[src/rtl/regfile_read_arbiter_if.sv]
// ---------------------------------------------------------------------------
// regfile_read_arbiter_if
// Request/response bundle between the register-file read arbiter and its
// requesters/consumer.
//   req_valid  per-requester read request
//   req_addr   per-requester register index, requester i in [i*ADDR_W +: ADDR_W]
//   req_ready  one-hot grant (combinational)
//   rsp_valid  response valid
//   rsp_id     requester ID of the response
//   rsp_data   read data
//   rsp_stall  consumer back-pressure, freezes the whole pipeline
// Modports: master = requesters/consumer side, slave = arbiter side.
// ---------------------------------------------------------------------------
interface regfile_read_arbiter_if #(
  parameter int NUM_REQ = 4,
  parameter int ID_W    = 2,
  parameter int DATA_W  = 32,
  parameter int ADDR_W  = 5
);
  logic [NUM_REQ-1:0]        req_valid;
  logic [NUM_REQ*ADDR_W-1:0] req_addr;
  logic [NUM_REQ-1:0]        req_ready;
  logic                      rsp_valid;
  logic [ID_W-1:0]           rsp_id;
  logic [DATA_W-1:0]         rsp_data;
  logic                      rsp_stall;

  modport master (
    output req_valid, req_addr, rsp_stall,
    input  req_ready, rsp_valid, rsp_id, rsp_data
  );

  modport slave (
    input  req_valid, req_addr, rsp_stall,
    output req_ready, rsp_valid, rsp_id, rsp_data
  );
endinterface

[src/rtl/regfile_read_arbiter.sv]
// ---------------------------------------------------------------------------
// regfile_read_arbiter
// Round-robin arbiter sharing one 32-entry register-file read port among
// NUM_REQ requesters. The winning index is registered onto rf_sel_o, the
// read-mux output is captured one cycle later and returned with the
// requester ID. Fixed 2-cycle request-to-response latency, one grant per
// cycle, whole pipeline frozen while rsp_stall is high.
//
// Ports:
//   clk_i       system clock, rising edge
//   reset_n_i   synchronous active-low reset
//   bus         regfile_read_arbiter_if.slave (request/response bundle)
//   rf_sel_o    registered selector to the read-mux S input
//   rf_data_i   read-mux output (combinational from rf_sel_o)
//   busy_o      stage 1 or stage 2 holds a transaction
//
// Optional build macro RF_ARB_PRIORITY_EN: requester 0 gets fixed priority,
// every other requester has a saturating 3-bit wait counter and overrides
// requester 0 once its counter reaches 7 (lowest such index wins).
// ---------------------------------------------------------------------------
module regfile_read_arbiter #(
  parameter int NUM_REQ = 4,
  parameter int ID_W    = 2,
  parameter int DATA_W  = 32,
  parameter int ADDR_W  = 5
) (
  input  logic                     clk_i,
  input  logic                     reset_n_i,
  regfile_read_arbiter_if.slave    bus,
  output logic [ADDR_W-1:0]        rf_sel_o,
  input  logic [DATA_W-1:0]        rf_data_i,
  output logic                     busy_o
);

  logic [ID_W-1:0]    ptr_q, ptr_d;
  logic               s1_v_q, s1_v_d;
  logic [ID_W-1:0]    s1_id_q, s1_id_d;
  logic [ADDR_W-1:0]  rf_sel_q, rf_sel_d;
  logic               rsp_valid_q, rsp_valid_d;
  logic [ID_W-1:0]    rsp_id_q, rsp_id_d;
  logic [DATA_W-1:0]  rsp_data_q, rsp_data_d;

  logic [NUM_REQ-1:0] cand_s;
  logic [NUM_REQ-1:0] req_ready_s;
  logic               rr_found_s;
  logic [ID_W-1:0]    rr_idx_s;
  logic               grant_s;
  logic               rr_grant_s;
  logic [ID_W-1:0]    win_idx_s;

  // Pointer advance with wrap at NUM_REQ (NUM_REQ need not be a power of 2).
  function automatic logic [ID_W-1:0] next_ptr(input logic [ID_W-1:0] w);
    logic [ID_W-1:0] r;
    if (int'(w) == NUM_REQ - 1) begin
      r = {ID_W{1'b0}};
    end else begin
      r = w + {{(ID_W-1){1'b0}}, 1'b1};
    end
    return r;
  endfunction

  // No candidates while stalled or in reset, so req_ready stays all-zero.
  assign cand_s = bus.req_valid & {NUM_REQ{~bus.rsp_stall & reset_n_i}};

  // Round-robin search upward from the pointer, wrapping to 0.
  always_comb begin
    logic [ID_W-1:0] idx_v;
    rr_found_s = 1'b0;
    rr_idx_s   = {ID_W{1'b0}};
    idx_v      = {ID_W{1'b0}};
    for (int k = 0; k < NUM_REQ; k++) begin
      idx_v = ID_W'((int'(ptr_q) + k) % NUM_REQ);
      if (!rr_found_s && cand_s[idx_v]) begin
        rr_found_s = 1'b1;
        rr_idx_s   = idx_v;
      end else begin
        rr_found_s = rr_found_s;
      end
    end
  end

`ifdef RF_ARB_PRIORITY_EN
  logic [2:0]      wait_cnt_q [NUM_REQ];
  logic [2:0]      wait_cnt_d [NUM_REQ];
  logic            starve_found_s;
  logic [ID_W-1:0] starve_idx_s;

  // Lowest-index starved requester (counter saturated) that is requesting.
  always_comb begin
    starve_found_s = 1'b0;
    starve_idx_s   = {ID_W{1'b0}};
    for (int k = 1; k < NUM_REQ; k++) begin
      if (!starve_found_s && cand_s[ID_W'(k)] && (wait_cnt_q[k] == 3'd7)) begin
        starve_found_s = 1'b1;
        starve_idx_s   = ID_W'(k);
      end else begin
        starve_found_s = starve_found_s;
      end
    end
  end

  // Winner: starved requester, then requester 0, then round-robin.
  // Only round-robin grants move the pointer.
  always_comb begin
    grant_s    = 1'b0;
    rr_grant_s = 1'b0;
    win_idx_s  = {ID_W{1'b0}};
    if (starve_found_s) begin
      grant_s   = 1'b1;
      win_idx_s = starve_idx_s;
    end else if (cand_s[0]) begin
      grant_s   = 1'b1;
      win_idx_s = {ID_W{1'b0}};
    end else if (rr_found_s) begin
      grant_s    = 1'b1;
      rr_grant_s = 1'b1;
      win_idx_s  = rr_idx_s;
    end else begin
      grant_s = 1'b0;
    end
  end

  // Wait counters: count stalled-out cycles, clear on grant or request drop.
  always_comb begin
    for (int k = 0; k < NUM_REQ; k++) begin
      wait_cnt_d[k] = wait_cnt_q[k];
      if (k == 0) begin
        wait_cnt_d[k] = 3'd0;
      end else if (!bus.req_valid[ID_W'(k)] || req_ready_s[ID_W'(k)]) begin
        wait_cnt_d[k] = 3'd0;
      end else if (!bus.rsp_stall && (wait_cnt_q[k] != 3'd7)) begin
        wait_cnt_d[k] = wait_cnt_q[k] + 3'd1;
      end else begin
        wait_cnt_d[k] = wait_cnt_q[k];
      end
    end
  end

  // Wait counter registers.
  always_ff @(posedge clk_i) begin
    for (int k = 0; k < NUM_REQ; k++) begin
      if (!reset_n_i) begin
        wait_cnt_q[k] <= 3'd0;
      end else begin
        wait_cnt_q[k] <= wait_cnt_d[k];
      end
    end
  end
`else
  // Pure round-robin winner.
  always_comb begin
    grant_s    = rr_found_s;
    rr_grant_s = rr_found_s;
    win_idx_s  = rr_idx_s;
  end
`endif

  // One-hot grant vector.
  always_comb begin
    req_ready_s = {NUM_REQ{1'b0}};
    for (int k = 0; k < NUM_REQ; k++) begin
      req_ready_s[ID_W'(k)] = grant_s && (win_idx_s == ID_W'(k));
    end
  end

  // Pipeline next state; everything holds while rsp_stall is high.
  always_comb begin
    ptr_d       = ptr_q;
    s1_v_d      = s1_v_q;
    s1_id_d     = s1_id_q;
    rf_sel_d    = rf_sel_q;
    rsp_valid_d = rsp_valid_q;
    rsp_id_d    = rsp_id_q;
    rsp_data_d  = rsp_data_q;
    if (!bus.rsp_stall) begin
      s1_v_d = grant_s;
      if (grant_s) begin
        rf_sel_d = bus.req_addr[win_idx_s*ADDR_W +: ADDR_W];
        s1_id_d  = win_idx_s;
      end else begin
        rf_sel_d = rf_sel_q;
      end
      if (rr_grant_s) begin
        ptr_d = next_ptr(win_idx_s);
      end else begin
        ptr_d = ptr_q;
      end
      rsp_valid_d = s1_v_q;
      if (s1_v_q) begin
        rsp_data_d = rf_data_i;
        rsp_id_d   = s1_id_q;
      end else begin
        rsp_data_d = rsp_data_q;
      end
    end else begin
      ptr_d = ptr_q;
    end
  end

  // Pipeline state registers with synchronous reset.
  always_ff @(posedge clk_i) begin
    if (!reset_n_i) begin
      ptr_q       <= {ID_W{1'b0}};
      s1_v_q      <= 1'b0;
      s1_id_q     <= {ID_W{1'b0}};
      rf_sel_q    <= {ADDR_W{1'b0}};
      rsp_valid_q <= 1'b0;
      rsp_id_q    <= {ID_W{1'b0}};
      rsp_data_q  <= {DATA_W{1'b0}};
    end else begin
      ptr_q       <= ptr_d;
      s1_v_q      <= s1_v_d;
      s1_id_q     <= s1_id_d;
      rf_sel_q    <= rf_sel_d;
      rsp_valid_q <= rsp_valid_d;
      rsp_id_q    <= rsp_id_d;
      rsp_data_q  <= rsp_data_d;
    end
  end

  assign bus.req_ready = req_ready_s;
  assign bus.rsp_valid = rsp_valid_q;
  assign bus.rsp_id    = rsp_id_q;
  assign bus.rsp_data  = rsp_data_q;
  assign rf_sel_o      = rf_sel_q;
  assign busy_o        = s1_v_q | rsp_valid_q;

endmodule

[src/flat_wrapper.sv]
// flat-port wrapper written by rule: the top's interface ports become plain ports
module regfile_read_arbiter_flat 
#(
  parameter int NUM_REQ = 4,
  parameter int ID_W    = 2,
  parameter int DATA_W  = 32,
  parameter int ADDR_W  = 5
)
  (clk_i, reset_n_i, rf_sel_o, rf_data_i, busy_o, bus_req_valid, bus_req_addr, bus_rsp_stall, bus_req_ready, bus_rsp_valid, bus_rsp_id, bus_rsp_data);
  regfile_read_arbiter_if #(.NUM_REQ(NUM_REQ), .ID_W(ID_W), .DATA_W(DATA_W), .ADDR_W(ADDR_W)) bus_i ();
  input  logic clk_i;
  input  logic reset_n_i;
  output logic [ADDR_W-1:0] rf_sel_o;
  input  logic [DATA_W-1:0] rf_data_i;
  output logic busy_o;
  input wire logic [$bits(bus_i.req_valid)-1:0] bus_req_valid;
  input wire logic [$bits(bus_i.req_addr)-1:0] bus_req_addr;
  input wire logic [$bits(bus_i.rsp_stall)-1:0] bus_rsp_stall;
  output wire logic [$bits(bus_i.req_ready)-1:0] bus_req_ready;
  output wire logic [$bits(bus_i.rsp_valid)-1:0] bus_rsp_valid;
  output wire logic [$bits(bus_i.rsp_id)-1:0] bus_rsp_id;
  output wire logic [$bits(bus_i.rsp_data)-1:0] bus_rsp_data;
  assign bus_i.req_valid = bus_req_valid;
  assign bus_i.req_addr = bus_req_addr;
  assign bus_i.rsp_stall = bus_rsp_stall;
  assign bus_req_ready = bus_i.req_ready;
  assign bus_rsp_valid = bus_i.rsp_valid;
  assign bus_rsp_id = bus_i.rsp_id;
  assign bus_rsp_data = bus_i.rsp_data;
  regfile_read_arbiter #(.NUM_REQ(NUM_REQ), .ID_W(ID_W), .DATA_W(DATA_W), .ADDR_W(ADDR_W)) u_core (.clk_i(clk_i), .reset_n_i(reset_n_i), .bus(bus_i), .rf_sel_o(rf_sel_o), .rf_data_i(rf_data_i), .busy_o(busy_o));
endmodule
[config.mk]
export PLATFORM = sky130hd
export DESIGN_NAME = regfile_read_arbiter_flat
export DESIGN_NICKNAME = d
export VERILOG_FILES = /design/src/rtl/regfile_read_arbiter_if.sv /design/src/rtl/regfile_read_arbiter.sv /design/src/flat_wrapper.sv
export SDC_FILE = /design/constraint.sdc
export NUM_CORES = 1
export LEC_CHECK = 0
export CAP_MARGIN = 20
export CELL_PAD_IN_SITES_DETAIL_PLACEMENT = 1
export CELL_PAD_IN_SITES_GLOBAL_PLACEMENT = 1
export CORE_ASPECT_RATIO = 1.75
export CORE_UTILIZATION = 29
export CTS_BUF_LIST = sky130_fd_sc_hd__clkbuf_8
export CTS_CLUSTER_SIZE = 24
export DETAILED_ROUTE_END_ITERATION = 7
export PLACE_DENSITY = 0.85
export SLEW_MARGIN = 10
export SYNTH_ARGS = -nofsm -noshare
export SYNTH_HDL_FRONTEND = slang
export SYNTH_SLANG_ARGS = --single-unit
[constraint.sdc]
create_clock -name clk_i -period 1.7 [get_ports clk_i]
set_clock_uncertainty 0.2 [all_clocks]
set_input_delay 0.17 -clock clk_i [delete_from_list [all_inputs] [get_ports clk_i]]
set_output_delay 0.17 -clock clk_i [all_outputs]
set_load 0.01 [all_outputs]
==> results.txt <==
# rows - 41
DP HPWL - 5.50 mm
Number of hold violations in the final report - 0
Synthesized cell area - 0.00214 sq mm
H-Tree Depth - 2
Register area share after synthesis - 42.0%
Clock latency at the later pin of the worst-skew pair - 0.29 ns
Final Util - 49.3%
Status - finished, violations left
Area Growth Syn to Fin - 65.3%
Number of port buffers - 101
Yosys warns - 0
Global-route wire length before repair - 11.0 mm
Failing checks - setup timing
Largest net degree at the start of global routing - 33
Hold Crit Class - in -> reg
RSZ-0062 raised after global routing - yes
Share of cells above drive strength 1 - 17.1%
VDD IR max - 0.311 mV
Max cap viols - 0
Fin. max-slew vios - 0
Switching Power - 0.000590 W
Post-Route WL - 7.25 mm
Core area - 0.00718 sq mm
Crit. End Element - primary output
Largest stage delay on the critical path - 0.48 ns
Sw frac - 25.3%
Sequential power share - 47.8%
Clk root buf - clkbuf_8
Max Freq - 527 MHz
Worst setup SP type - primary input
Fin Hold WS - 0.227 ns
Vias in the first global route - 2375
CTS max path bufs - 2
# nets final - 433
Clock-pin slew on the worst setup and hold paths - 0.08 ns
Final ANT Viol Nets - 0
Synth top area share - 42.0%
Worst-path cell chain - clkdlybuf4s50_1, nand2b_2, nor2_4, nand3_2, and3_4, buf_6
Final setup vio count - 6
ANT cells - 0
Syn Inst Count - 258
CP max-delay cell - clkdlybuf4s50_1
Fin Setup TNS - -0.393 ns
Vias per cell - 4.94
Die X - 67.0 um
Area after DPL - 0.00338 sq mm
Die area - 0.00775 sq mm
CP max FO - 3
Gp weighted congestion - 0.823
Starting density of the core - 29.8%
Final period util - 112%
Cell area after layout - 0.00354 sq mm
Int Power - 0.00174 W
Clock Sinks - 45
GRT Overall Usage - 19.1%
Critical path arrival - 1.53 ns
Tmin final - 1.90 ns
CTS tree - done
Post-DR wirelength/cell - 15.7 um
Power share of the clock group - 30.9%
Req. time, crit path - 1.33 ns
Synthesized area per cell - 8.31 sq um
Via count - 2277
Pre-antenna DRT Iters - 4
GRT overflow - 0
CTS Buf Count - 5
Io pins - 104
Leading area contributor after synthesis - dfxtp_1
# DRC - 0
Worst setup margin - -0.197 ns
Initial antenna violation count - 0
Starting DRC count in detailed routing - 85
Top cells by area, synth - dfxtp_1 (42%), a21boi_0 (13%), nand2_1 (13%)
Lkg Pwr - 1.28 nW
#FFs+latches synth - 45
PD cells - 659 mW/mm^2
Synth cell types - 36
Die height - 116 um
Kind of cell adding the most delay to the critical path - simple AND/OR/NAND/NOR gates
Bufs and invs on worst path - 2
Worst setup path category - in -> out
Comb pwr share - 21.3%
Post-CTS Hold Buffers - 0
-- worst reg2reg max path: cells and delay by family, from the launching register on --
kind,cells,cell delay (ns)
compound gates,4,0.77
buf+inv,2,0.28
flops,1,0.39
-- logic make-up (layout without fill, tap and decap cells) --
kind of cell / after synthesis / in the layout / share of synthesized area, %
compound gates: 83 / 83 / 29.4
simple gates: 106 / 106 / 22.5
flops: 45 / 45 / 42.0
other cells: 1 / 2 / 0.175
buf+inv: 23 / 139 / 5.84
-- placed cells by master (no fill, tap or decap), types with 3 or more instances in the layout --
master            n
clkdlybuf4s50_1  93
nand2_1          73
dfxtp_1          43
a21boi_0         37
buf_4            27
o21ai_0          11
nand4_1          10
clkbuf_8          7
a21o_1            5
a21oi_1           5
o31ai_2           5
a21bo_1           5
a31oi_1           5
dlygate4sd2_1     5
nor2_1            4
nand2b_1          3
-- worst paths after layout --
check,from,endpoint,slack [ns],cells past startpoint
worst min register to register,u_core.bus.rsp_data[16],u_core.bus.rsp_data[16],0.27,2
worst min-delay path,reset_n_i,u_core.bus.rsp_data[16],0.23,3
worst max-delay path,bus_rsp_stall,bus_req_ready[0],-0.20,6
worst max register to register,u_core.ptr_q[0],u_core.rf_sel_o[0],-0.02,6
-- registers in the layout, summed over array words and instances (netlist names) --
signal / flops
u_core.s1_v_q: 1
u_core.bus.rsp_data: 32
u_core.ptr_q: 2
u_core.bus.rsp_valid: 1
u_core.s1_id_q: 2
u_core.bus.rsp_id: 2
u_core.rf_sel_o: 5
-- cells in the mapped netlist --
library cell  count
a21oi_1           5
o31ai_2           5
buf_2             7
nand4b_1          1
nand2b_1          4
a21boi_1          2
nand3_1           1
o22ai_1           1
and2_1            2
o21ai_0          13
and3_1            1
nor3_2            1
buf_6             2
o21a_1            2
nand4_1          10
a21bo_1           5
nand2_1          73
nand2_2           1
or2_2             1
nor2b_1           2
dfxtp_1          45
a21oi_2           1
a21boi_0         37
conb_1            1
nor2b_2           1
o221ai_4          1
nor3b_2           1
inv_1             1
o22a_2            1
nor4_1            1
nor2_1            5
buf_4             4
a31oi_1           5
nand3b_1          1
a21o_1            5
clkbuf_1          9
-- stage by stage --
stage | total power [W] | cells | setup WS [ns]
finish | 0.00233 | 461 | -0.197
global route | 0.00246 | 461 | -0.253
CTS | 0.00237 | 461 | -0.173
detailed placement | 0.00162 | 452 | -0.677
global placement | 0.00161 | 452 | -0.630
floorplan | 0.00133 | 259 | 0.0593
-- repair_timing --
item / CTS / global route
gates resized for setup: 29 / 5
endpoints found under the setup margin: 9 / 9
pin swaps: 8 / 3
gates cloned: 0 / 0
setup buffers: 3 / 2
endpoints found under the hold margin: 0 / 0
-- per-layer routing --
layer	routed length, um	global-route usage (%)	up-vias
li1	-	-	1111
met4	227	8.65	0
met5	0	0	-
met2	4050	38.7	87
met1	2560	17.6	1064
met3	401	2.76	15
-- power by group through the flow --
stage               registers [W]  clock network, W  logic (W)
floorplan                 0.00115                 0   0.000183
global placement          0.00114                 0   0.000474
detailed placement        0.00114                 0   0.000483
CTS                       0.00112          0.000757   0.000495
global route              0.00112          0.000798   0.000537
finish                    0.00111          0.000722   0.000498
-- layout make-up --
class / count / area [sq um]
fillers: 877 / 3640
clock inverters: 1 / 5.00
well taps: 86 / 108
inverters: 1 / 6.26
clock buffers: 7 / 96.3
flip-flops and latches: 45 / 908
repair buffers: 130 / 1250
multi-input cells: 191 / 1170
Power figures use the tool's default switching activity.
